`src/rtl/seq_controller_mc.sv`:
```
// Multi-cycle accumulator-CPU controller: fetch handshake with timeout, iterative
// shifts, sticky illegal/fault flags and a resumable HALT state.
module seq_controller_mc #(
  parameter int SHAMT_W = 3,
  parameter int TIMEOUT = 15,
  parameter int TO_W    = 4
) (
  input  logic               clk,
  input  logic               CLB,
  input  logic [3:0]         Opcode,
  input  logic [SHAMT_W-1:0] Shamt,
  input  logic               Z,
  input  logic               C,
  input  logic               mem_ready,
  input  logic               resume,
  output logic               LoadIR,
  output logic               IncPC,
  output logic               SelPC,
  output logic               LoadPC,
  output logic               LoadReg,
  output logic               LoadAcc,
  output logic [1:0]         SelAcc,
  output logic [3:0]         SelALU,
  output logic               halted,
  output logic               illegal,
  output logic               fault
);

  typedef enum logic [2:0] {IDLE, FETCH, EXEC, SHIFT, HALT} state_t;

  localparam logic [TO_W-1:0] TO_LAST = (TIMEOUT == 0) ? '0 : TO_W'(TIMEOUT - 1);

  state_t             stateReg, stateNext;
  logic [SHAMT_W-1:0] shCntReg, shCntNext;
  logic [TO_W-1:0]    toCntReg, toCntNext;
  logic               illegalReg, illegalNext;
  logic               faultReg, faultNext;
  logic               timeoutHit;

  assign illegal    = illegalReg;
  assign fault      = faultReg;
  assign timeoutHit = (TIMEOUT != 0) && (toCntReg == TO_LAST);

  always_ff @(posedge clk) begin
    if (CLB) begin
      stateReg   <= IDLE;
      shCntReg   <= '0;
      toCntReg   <= '0;
      illegalReg <= 1'b0;
      faultReg   <= 1'b0;
    end else begin
      stateReg   <= stateNext;
      shCntReg   <= shCntNext;
      toCntReg   <= toCntNext;
      illegalReg <= illegalNext;
      faultReg   <= faultNext;
    end
  end

  always_comb begin
    stateNext   = stateReg;
    shCntNext   = shCntReg;
    toCntNext   = toCntReg;
    illegalNext = illegalReg;
    faultNext   = faultReg;
    LoadIR      = 1'b0;
    IncPC       = 1'b0;
    SelPC       = 1'b0;
    LoadPC      = 1'b0;
    LoadReg     = 1'b0;
    LoadAcc     = 1'b0;
    SelAcc      = 2'b00;
    SelALU      = 4'b0000;
    halted      = 1'b0;

    case (stateReg)
      IDLE: stateNext = FETCH;

      FETCH: begin
        LoadIR = mem_ready;
        if (mem_ready) begin
          stateNext = EXEC;
          toCntNext = '0;
        end else if (timeoutHit) begin
          faultNext = 1'b1;
          stateNext = HALT;
          toCntNext = '0;
        end else begin
          toCntNext = toCntReg + TO_W'(1);
        end
      end

      EXEC: begin
        stateNext = FETCH;
        case (Opcode)
          4'h1: begin SelALU = 4'b1000; LoadAcc = 1'b1; IncPC = 1'b1; end
          4'h2: begin SelALU = 4'b1100; LoadAcc = 1'b1; IncPC = 1'b1; end
          4'h3: begin SelALU = 4'b0100; LoadAcc = 1'b1; IncPC = 1'b1; end
          4'h4: begin SelAcc = 2'b01; LoadAcc = 1'b1; IncPC = 1'b1; end
          4'h5: begin LoadReg = 1'b1; IncPC = 1'b1; end
          4'h6, 4'h7: begin
            if (Z) begin LoadPC = 1'b1; SelPC = ~Opcode[0]; end
            else IncPC = 1'b1;
          end
          4'h8, 4'hA: begin
            if (C) begin LoadPC = 1'b1; SelPC = (Opcode == 4'h8); end
            else IncPC = 1'b1;
          end
          4'hB, 4'hC: begin
            // The EXEC cycle is the first shift step, so Shamt=k takes k cycles.
            if (Shamt == '0) begin
              IncPC = 1'b1;
            end else begin
              LoadAcc = 1'b1;
              SelALU  = (Opcode == 4'hC) ? 4'b0011 : 4'b0001;
              if (Shamt == SHAMT_W'(1)) begin
                IncPC = 1'b1;
              end else begin
                shCntNext = Shamt - SHAMT_W'(1);
                stateNext = SHIFT;
              end
            end
          end
          4'hD: begin SelAcc = 2'b10; LoadAcc = 1'b1; IncPC = 1'b1; end
          4'h9, 4'hE: begin IncPC = 1'b1; illegalNext = 1'b1; end
          4'hF: stateNext = HALT;
          default: IncPC = 1'b1;
        endcase
      end

      SHIFT: begin
        LoadAcc = 1'b1;
        SelALU  = (Opcode == 4'hC) ? 4'b0011 : 4'b0001;
        if (shCntReg == SHAMT_W'(1)) begin
          IncPC     = 1'b1;
          shCntNext = '0;
          stateNext = FETCH;
        end else begin
          shCntNext = shCntReg - SHAMT_W'(1);
        end
      end

      HALT: begin
        halted = 1'b1;
        if (resume) begin
          IncPC     = 1'b1;
          stateNext = FETCH;
        end
      end

      default: stateNext = IDLE;
    endcase
  end

endmodule

```
`config.mk`:
```
export PLATFORM = sky130hd
export DESIGN_NAME = seq_controller_mc
export DESIGN_NICKNAME = d
export VERILOG_FILES = /design/src/rtl/seq_controller_mc.sv
export SDC_FILE = /design/constraint.sdc
export NUM_CORES = 1
export LEC_CHECK = 0
export BUFFER_PORTS_ARGS = -buffer_cell sky130_fd_sc_hd__buf_2
export CAP_MARGIN = 20
export CORE_MARGIN = 10
export CORE_UTILIZATION = 56
export CTS_CLUSTER_SIZE = 28
export DETAILED_ROUTE_END_ITERATION = 6
export PLACE_DENSITY = 0.84
export SYNTH_ARGS = -nofsm -noshare
export SYNTH_HDL_FRONTEND = slang
export SYNTH_SLANG_ARGS = --single-unit
export TNS_END_PERCENT = 20
```
`constraint.sdc`:
```
create_clock -name clk -period 1.9 [get_ports clk]
set_input_delay 0.19 -clock clk [delete_from_list [all_inputs] [get_ports clk]]
set_output_delay 0.19 -clock clk [all_outputs]
set_load 0.005 [all_outputs]
```
Word level (Yosys, flattened, before mapping)
Index checks and enable logic that the tools add are counted.
{"block": "word_totals", "regBits": 12, "wordCells": 94}
{"block": "classes", "eq_ne": 28, "add_sub_neg": 3, "bitwise_logic": 2, "reduce_logical": 12, "n_mux": 44}
{"cell": "$eq A4 B4 Y1 const B", "n": 9}
{"cell": "$mux W3", "n": 8}
{"cell": "$mux W1", "n": 17}
{"cell": "$eq A4 B3 Y1 const B", "n": 4}
{"cell": "$pmux W4 S4", "n": 1}
{"cell": "$pmux W3 S5", "n": 1}
{"cell": "$pmux W3 S2", "n": 2}
{"cell": "$mux W2", "n": 5}
{"cell": "$ne A2 B2 Y1 const B", "n": 5}
{"cell": "$eq A3 B1 Y1 const B", "n": 3}
{"cell": "$eq A4 B2 Y1 const B", "n": 2}
{"cell": "$mux W4", "n": 2}
{"cell": "$pmux W1 S2", "n": 4}
{"cell": "$pmux W4 S2", "n": 1}
{"cell": "$reduce_or A2 Y1", "n": 4}
{"cell": "$eq A3 B2 Y1 const B", "n": 2}
{"cell": "$logic_not A3 Y1", "n": 2}
{"cell": "$reduce_and A3 Y1", "n": 2}
{"cell": "$sub A3 B1 Y3 const B", "n": 2}
{"cell": "$reduce_or A5 Y1", "n": 1}
{"cell": "$add A4 B1 Y4 const B", "n": 1}
{"cell": "$eq A4 B1 Y1 const B", "n": 1}
{"cell": "$pmux W1 S4", "n": 1}
{"cell": "$pmux W2 S2", "n": 1}
{"cell": "other kinds (7)", "n": 8}

Longest topological paths before layout
Gate-level depths: netlist of run 1.
{"block": "depth", "word_depth": 5, "ltp_mapped": 6, "mapped_depth_nobuf": 6}

Worst setup path after synthesis of run 1
OpenSTA, ideal clock, no wires.
{"block": "synth_timing", "kind": "input-to-output", "startpoint": "input Shamt[0]", "endpoint": "output IncPC", "path_buffers": 0, "slack_ps": 482, "stages": 6, "arrival_ps": 1228, "path_cell_list": "inv_1 ha_1 o21ba_1 nor2_1 o221ai_1 a221o_1"}
{"block": "synth_via", "elab_chain_cells": 5, "elab_cells_between_ends": 6}
{"item": "start, declared", "line_no": "11", "text": "input logic [SHAMT_W-1:0] Shamt,"}
{"item": "$eq A3 B1 Y1", "line_no": "116", "text": "if (Shamt == SHAMT_W'(1)) begin"}
{"item": "$mux W1", "line_no": "116"}
{"item": "$mux W1 (*)", "line_no": "111", "text": "if (Shamt == '0) begin"}
{"item": "$pmux W1 S4 (*)", "line_no": "95", "text": "case (Opcode)"}
{"item": "$pmux W1 S3 (*)", "line_no": "76", "text": "case (stateReg)"}
{"item": "end, declared", "line_no": "17", "text": "output logic IncPC,"}
Mark *: on every way between the ends. The rest lies on a longest branch, timed or not.

Worst setup path in the final report of run 1
{"block": "layout_timing", "startpoint": "register shCntReg[1]", "endpoint": "output IncPC"}
{"block": "layout_via", "elab_chain_cells": 3}
{"item": "start, declared", "line_no": "34", "text": "logic [SHAMT_W-1:0] shCntReg, shCntNext;"}
{"item": "start signal, assigned", "line_no": "53", "text": "shCntReg <= shCntNext;"}
{"item": "$eq A3 B1 Y1", "line_no": "134", "text": "if (shCntReg == SHAMT_W'(1)) begin"}
{"item": "$mux W1", "line_no": "134"}
{"item": "$pmux W1 S3", "line_no": "76"}
Every way passes these cells.

==> metrics.md, run 1 <==
| Metric | Value |
|---|---|
| FF-to-FF End | `toCntReg[3]` |
| Reg-to-reg critical path startpoint | `stateReg[0]` |
| Most frequent cells in the layout | `buf_2, a21oi_1, nor2_1, dfxtp_1, nand2b_1` |
| Slew HR | `between 70% and 80%` |
| Most used DFF post-synth | `dfxtp_1` |
| Slew Viols, Final | `0` |
| Arr. time, crit path | `1.60 ns` |
| Worst-path fanout max | `3` |
| First-pass GRT wire length | `between 4 and 5 mm` |
| Clock sinks | `12` |
| VDD IR max | `0.000467 V` |
| Crit path to | `IncPC` |
| Global-route usage over all layers | `12.3%` |
| Die area | `0.00399 mm2` |
| Largest net degree at the start of global routing | `14` |
| Die height | `63.2 um` |
| DRT Wirelength | `2.46 mm` |
| Seq cells post-synth | `12` |
| Cts bufs inserted | `3` |
| Worst Path Required | `approximately 1.7 ns` |
| Post-synthesis cell area | `0.00104 mm2` |
| EDFF count, synth | `0` |
| Final setup viols | `0` |
| H-tree depth | `1` |
| FF-to-FF path depth | `4` |
| # DRC | `0` |
| Iter 0 DRT Violations | `38` |
| Max Cap Viol | `0` |
| PwrDens | `505 mW/mm2` |
| Vias in the first global route | `1,059` |
| Most common cell after layout, fill and taps aside | `buf_2` |
| Net Count, Synth | `160` |
| Top post-synthesis cells by area | `dfxtp_1, ha_1, a21oi_1` |
| Reg2Reg Setup Slack | `0.26 ns` |
| Async S/R FF share, synth | `0%` |
| Post-synthesis sequential area ratio | `around 23%` |
| Core outline area | `0.00175 mm2` |
| RSZ-0062 raised after global routing | `no` |
| Fin. Hold Viols | `0` |
| CTS tree | `built` |
| Vias | `around 1,100` |
| Port bufs | `27` |
| Least-Margin Pin Slew | `0.372 ns` |
| Routability Congestion | `slightly above 0.8` |
| Min Tclk post-route | `1.79 ns` |
| Finished Core Util | `about 70%` |
| Type of the most critical hold path | `primary input to flip-flop` |
| Final Cycle Share | `94.0%` |
| Setup_tns | `0 ns` |
| # diodes | `0` |
| Clk_skew | `0.000698 ns` |
| Gate Count Post-Synth | `140` |
| Io pins | `28` |
| Post-DRT Antenna Nets | `0` |
| Clk_lat worst skew | `0.27 ns` |
| Cell taking the most area after synthesis | `dfxtp_1` |
| Row cnt | `15` |
| DRT Pass-1 Iters | `4` |
| Yosys cell types | `42` |
| Synth warn | `0` |
| CP startpoint | `shCntReg[1]` |
| CP Class | `flip-flop to primary output` |
| Routed length per instance | `between 10 and 15 um` |
| CTS Hold Bufs | `0` |
| P&R area growth vs syn | `17.6%` |
| Initial antenna violation count | `0` |
| Setup crit start kind | `flip-flop` |
| Vias per inst | `5.68` |
| Lkg Pwr | `approximately 0.52 nW` |
| Die X | `63.2 um` |
| Layout cells sized above 1 | `24.4%` |
| # nets final | `185` |
| Deepest clock path buffer count | `2` |
| Area fraction of the dominant cell type after synthesis | `23.0%` |
| Crit path capture type | `primary output` |
| Hpwl dp | `between 2 and 2.5 mm` |
| Synth Area per Inst | `7.46 um2` |
| Starting Density | `approximately 60%` |
| Status | `finished, final reports clean` |
| Worst-path clk slew | `0.07 ns` |
| Total congestion overflow | `0` |
| Clock Tree Root | `clkbuf_4` |
| FMAX | `0.560 GHz` |
==> where the power goes <==
part,switching [mW],internal (mW)
Combinational,0.0892,0.0627
Clock,0.0790,0.116
Sequential,0.0131,0.260
Total,0.181,0.439
==> registers in the layout, summed over array words and instances (netlist names) <==
signal    count
toCntReg      4
illegal       1
fault         1
shCntReg      3
stateReg      3
==> worst max-delay path: stages (launching register included) <==
cell	delay, ns
dfxtp_2	0.33
inv_1	0.05
ha_2	0.17
nand2b_1	0.12
a21oi_2	0.08
a21boi_1	0.14
a221o_1	0.31
buf_2	0.13
==> final cells by class <==
cell class / count / area (um2)
fill: 150 / 517
clock buffer: 4 / 36.3
inverter: 8 / 30.0
sequential: 12 / 241
timing repair buffer: 28 / 143
multi-input combinational: 112 / 747
tap: 25 / 31.3
==> Yosys cell counts (3+ instances only) <==
| master | n |
|---|---|
| a21oi_1 | 17 |
| and3_1 | 3 |
| buf_2 | 3 |
| clkbuf_1 | 5 |
| dfxtp_1 | 12 |
| ha_1 | 7 |
| inv_1 | 7 |
| nand2_1 | 7 |
| nand2b_1 | 9 |
| nand3_1 | 4 |
| nand3b_1 | 4 |
| nor2_1 | 15 |
| nor2b_1 | 4 |
| nor3_1 | 6 |
| nor4_1 | 4 |
==> metal layers <==
layer  up-vias  part of all wire [%]  GRT usage (%)  wire [um]
met1       492                    43           13.1       1060
met2        24                    50           22.8       1220
li1        553                     -              -          -
met4         0                  0.81           3.01         20
met5         -                     0              0          0
met3         4                   6.5           3.89        161
==> stage by stage <==
stage          power [mW]  hold slack [ns]  worst slack (ns)  std cells  cell area (um2)
6_report            0.620            0.240             0.115        189             1230
5_1_grt             0.659            0.246            0.0168        189             1230
4_1_cts             0.623            0.240            0.0468        189             1220
3_5_place_dp        0.429            0.456             0.182        185             1180
3_3_place_gp        0.424            0.445             0.228        185             1180
2_1_floorplan       0.386            0.259             0.482        140             1040
==> logic make-up (layout without fill, tap and decap cells) <==
family / after synthesis / count (layout) / synth area share [%]
mux: 1 / 1 / 0.958
fa+ha+maj: 7 / 7 / 8.38
compound gates: 37 / 37 / 24.7
flops: 12 / 12 / 23.0
buf+inv: 16 / 40 / 6.11
simple gates: 65 / 65 / 35.2
xor+xnor: 2 / 2 / 1.68
==> worst min-delay path by stage <==
stage | startpoint | endpoint | slack [ns] | cells after the start
finish | CLB | stateReg[2] | 0.24 | 2
global route | CLB | stateReg[2] | 0.25 | 2
CTS | CLB | stateReg[2] | 0.24 | 2
detailed placement | fault | fault | 0.46 | 2
global placement | illegal | illegal | 0.44 | 2
floorplan | CLB | toCntReg[1] | 0.26 | 1
==> repair_timing <==
| item | 4_1_cts | 5_1_grt |
|---|---|---|
| endpoints found under the hold margin | 0 | 0 |
| resized for setup | 0 | 3 |
| setup buffers | 0 | 0 |
| setup endpoints to repair | 0 | 1 |
(Power assumes the default switching activity.)
==> inputs of run 2 (changes only) <==
--- a/config.mk
+++ b/config.mk
@@ -5,13 +5,16 @@
 export SDC_FILE = /design/constraint.sdc
 export NUM_CORES = 1
 export LEC_CHECK = 0
+export ABC_AREA = 1
 export BUFFER_PORTS_ARGS = -buffer_cell sky130_fd_sc_hd__buf_2
 export CAP_MARGIN = 20
 export CORE_MARGIN = 10
 export CORE_UTILIZATION = 56
+export CTS_CLUSTER_DIAMETER = 30
 export CTS_CLUSTER_SIZE = 28
 export DETAILED_ROUTE_END_ITERATION = 6
 export PLACE_DENSITY = 0.84
+export SETUP_SLACK_MARGIN = 0.4
 export SYNTH_ARGS = -nofsm -noshare
 export SYNTH_HDL_FRONTEND = slang
 export SYNTH_SLANG_ARGS = --single-unit
==> metrics.md, run 2 <==
| Metric | Value |
|---|---|
| Status | `finished, final reports clean (unchanged)` |
| Routed length per instance | `12.6 um (was 13.0 um)` |
| PwrDens | `528 mW/mm2 (was 505 mW/mm2)` |
| Seq cells post-synth | `12 (unchanged)` |
| Die X | `63.2 um (about the same)` |
| Iter 0 DRT Violations | `44 (was 38)` |
| CP max stage delay | `0.37 ns (was 0.33 ns)` |
| Clock sinks | `12 (unchanged)` |
| Reg-to-reg critical path startpoint | `toCntReg[0] (was stateReg[0])` |
| Post-synth top cells | `nand2_1, inv_1, nor2_1 (was a21oi_1, nor2_1, dfxtp_1)` |
| Row cnt | `15 (unchanged)` |
| Synth warn | `0 (unchanged)` |
| Routability Congestion | `0.915 (was 0.829)` |
| DRT Wirelength | `2.91 mm (was 2.46 mm)` |
| CP Class | `flip-flop to primary output (unchanged)` |
| Setup crit start kind | `flip-flop (unchanged)` |
| Final Cycle Share | `83.8% (was 94.0%)` |
| Io pins | `28 (unchanged)` |
| Gate Count Post-Synth | `172 (was 140)` |
| Worst-path fanout max | `4 (was 3)` |
| Yosys cell types | `24 (was 42)` |
| Total congestion overflow | `0 (unchanged)` |
| Arr. time, crit path | `1.40 ns (was 1.60 ns)` |
| # diodes | `0 (unchanged)` |
| Largest net degree at the start of global routing | `11 (was 14)` |
| Final setup viols | `0 (unchanged)` |
| Hpwl dp | `2.16 mm (was 2.03 mm)` |
| Crit-path leading delay family | `simple AND/OR/NAND/NOR gates (was compound AO/OA/AOI/OAI gates)` |
| Sink of the worst hold path | `stateReg[2] (unchanged)` |
| # nets final | `228 (was 185)` |
| First-pass GRT wire length | `4.52 mm (was 4.39 mm)` |
| Clock Tree Root | `clkbuf_4 (unchanged)` |
| Vias | `1,204 (was 1,073)` |
| Post-DRT Antenna Nets | `0 (unchanged)` |
| VDD IR max | `0.000485 V (was 0.000467 V)` |
| Crit path capture type | `primary output (unchanged)` |
| Async S/R FF share, synth | `0% (unchanged)` |
| # DRC | `0 (unchanged)` |
| Vias in the first global route | `1,071 (was 1,059)` |
| Die height | `63.2 um (about the same)` |
| Post-synthesis sequential area ratio | `22.9% (was 23.0%)` |
| Slew Viols, Final | `0 (unchanged)` |
| Port bufs | `27 (unchanged)` |
| Net Count, Synth | `192 (was 160)` |
| Cell Chain, Critical Path | `inv_2 > nor2_4 > o21ai_2 > or2_1 > nand2_1 > buf_2 (was inv_1 > ha_2 > nand2b_1 > a21oi_2 > a21boi_1 > a221o_1 > buf_2)` |
| Cts bufs inserted | `3 (unchanged)` |
| Clk_skew | `0.000685 ns (was 0.000698 ns)` |
| Setup_tns | `0 ns (unchanged)` |
| Slowest cell on the critical path | `dfxtp_4 (was dfxtp_2)` |
| Global-route usage over all layers | `13.1% (was 12.3%)` |
| Cell taking the most area after synthesis | `dfxtp_1 (unchanged)` |
| Initial antenna violation count | `0 (unchanged)` |
| Max Cap Viol | `0 (unchanged)` |
| Synth Area per Inst | `6.09 um2 (was 7.46 um2)` |
| Die area | `0.00400 mm2 (was 0.00399 mm2)` |
| Worst Path Required | `1.71 ns (about the same)` |
| Hold path depth | `2 (unchanged)` |
| H-tree depth | `1 (unchanged)` |
| Least-Margin Pin Slew | `0.216 ns (was 0.372 ns)` |
| P&R area growth vs syn | `23.5% (was 17.6%)` |
| Area fraction of the dominant cell type after synthesis | `22.9% (was 23.0%)` |
| Max FFs per register | `4 (unchanged)` |
| Worst-path clk slew | `0.07 ns (about the same)` |
| Post-synthesis cell area | `0.00105 mm2 (was 0.00104 mm2)` |
| Starting Density | `60.0% (was 59.9%)` |
| Lkg Pwr | `0.725 nW (was 0.518 nW)` |
| Deepest clock path buffer count | `2 (unchanged)` |
| Largest regs | `toCntReg: 4 flops, shCntReg: 3 flops, stateReg: 3 flops (unchanged)` |
| FF-to-FF End | `stateReg[0] (was toCntReg[3])` |
| Most frequent cells in the layout | `nand2_1, inv_1, buf_2, nor2_1, nand3_1 (was buf_2, a21oi_1, nor2_1, dfxtp_1, nand2b_1)` |
| CTS Hold Bufs | `0 (unchanged)` |
| Worst path bufs/invs | `2 (unchanged)` |
| EDFF count, synth | `0 (unchanged)` |
| Vias per inst | `5.21 (was 5.68)` |
| Biggest register | `toCntReg (unchanged)` |
| Clk_lat worst skew | `0.27 ns (about the same)` |
| RSZ-0062 raised after global routing | `yes (was no)` |
| Critical hold path startpoint | `CLB (unchanged)` |
| Fin. Hold Viols | `0 (unchanged)` |
| Most used DFF post-synth | `dfxtp_1 (unchanged)` |
| Setup slack after layout | `0.307 ns (was 0.115 ns)` |
| Layout cells sized above 1 | `29.1% (was 24.4%)` |
| Core outline area | `0.00175 mm2 (unchanged)` |
| Most common cell after layout, fill and taps aside | `nand2_1 (was buf_2)` |
| FMAX | `0.628 GHz (was 0.560 GHz)` |
| Top post-synthesis cells by area | `dfxtp_1, nand2_1, inv_1 (was dfxtp_1, ha_1, a21oi_1)` |
| Type of the most critical hold path | `primary input to flip-flop (unchanged)` |
| DRT Pass-1 Iters | `4 (unchanged)` |
| CTS tree | `built (unchanged)` |
| Min Tclk post-route | `1.59 ns (was 1.79 ns)` |
| Slew HR | `85.5% (was 75.2%)` |
| Top-count cell post-synth | `nand2_1 (was a21oi_1)` |
| Place WS | `0.524 ns (was 0.182 ns)` |
| FF-to-FF path depth | `9 (was 4)` |
| Reg2Reg Setup Slack | `0.51 ns (was 0.26 ns)` |
run 2: cell count changes after synthesis, moves of 4 or more:
cell	before	now
a21oi_1	17	7
clkbuf_1	5	0
inv_1	7	31
nand2_1	7	40
nand2_2	0	4
nand2b_1	9	0
nand3_1	4	15
nand3b_1	4	0
nor2_1	15	20
nor2_4	0	4
nor2b_1	4	0
run 2: repair_timing:
item,4_1_cts,5_1_grt
setup endpoints to repair,8,9
gates resized for setup,7,4
setup buffers,3,2
pin swaps,2,2
run 2: how the worst max path moves through the flow:
stage | start | slack (ns) | cells after the start | to
floorplan | toCntReg[0] | 0.69 | 8 | stateReg[2]
global placement | Shamt[0] | 0.57 | 10 | IncPC
detailed placement | Shamt[0] | 0.52 | 10 | IncPC
CTS | stateReg[1] | 0.38 | 6 | SelALU[0]
global route | stateReg[1] | 0.23 | 6 | LoadAcc
finish | stateReg[1] | 0.31 | 6 | LoadAcc
run 2: through the flow:
| step | power (mW) | instances | util (%) | area [um2] | hold slack [ns] |
|---|---|---|---|---|---|
| final | 0.683 | 231 | 74.1 | 1290 | 0.200 |
| after CTS | 0.670 | 229 | 72.6 | 1270 | 0.197 |
| after global placement | 0.494 | 223 | 69.3 | 1210 | 0.449 |
| after detailed placement | 0.503 | 223 | 69.3 | 1210 | 0.459 |
| after floorplan | 0.438 | 172 | - | 1050 | 0.410 |
| after global routing | 0.723 | 231 | 74.1 | 1290 | 0.202 |
run 2: cell type report:
cell class,instances,area [um2]
clock buffer,3,22.5
multi-input combinational,123,686
fill,158,452
inverter,36,135
tap,25,31.3
timing repair buffer,32,173
sequential,12,246
run 2: worst reg2reg max path, stage by stage (launching register included):
cell,delay (ns)
dfxtp_1,0.40
inv_1,0.06
ha_1,0.19
nand3_1,0.09
nand2_1,0.11
nor2_4,0.17
nor2_2,0.07
nand3_1,0.07
nand2_1,0.05
nor2_1,0.10
run 2: per-layer routing:
metal | global-route usage [%] | share of wire (%)
met5 | 0 | 0
met4 | 1.64 | 1.7
met3 | 4.59 | 7.6
met2 | 24.5 | 51
met1 | 14.2 | 40
run 2: power by group:
| group | total, mW | leakage, nW | switching, mW | internal (mW) |
|---|---|---|---|---|
| registers | 0.289 | 0.0988 | 0.0219 | 0.267 |
| clock network | 0.157 | 0.0138 | 0.0838 | 0.0734 |
| logic | 0.237 | 0.612 | 0.147 | 0.0901 |
run 2: kinds of logic (layout without fill, tap and decap cells):
logic type / Yosys count / in the layout / share of synthesized area, %
xor gates and xnor gates: 3 / 3 / 2.51
and+or+nand+nor: 93 / 93 / 41.7
DFF: 12 / 12 / 22.9
AOI/OAI and AO/OA: 20 / 20 / 11.2
buffers and inverters: 37 / 71 / 13.3
adders and majority gates: 7 / 7 / 8.36
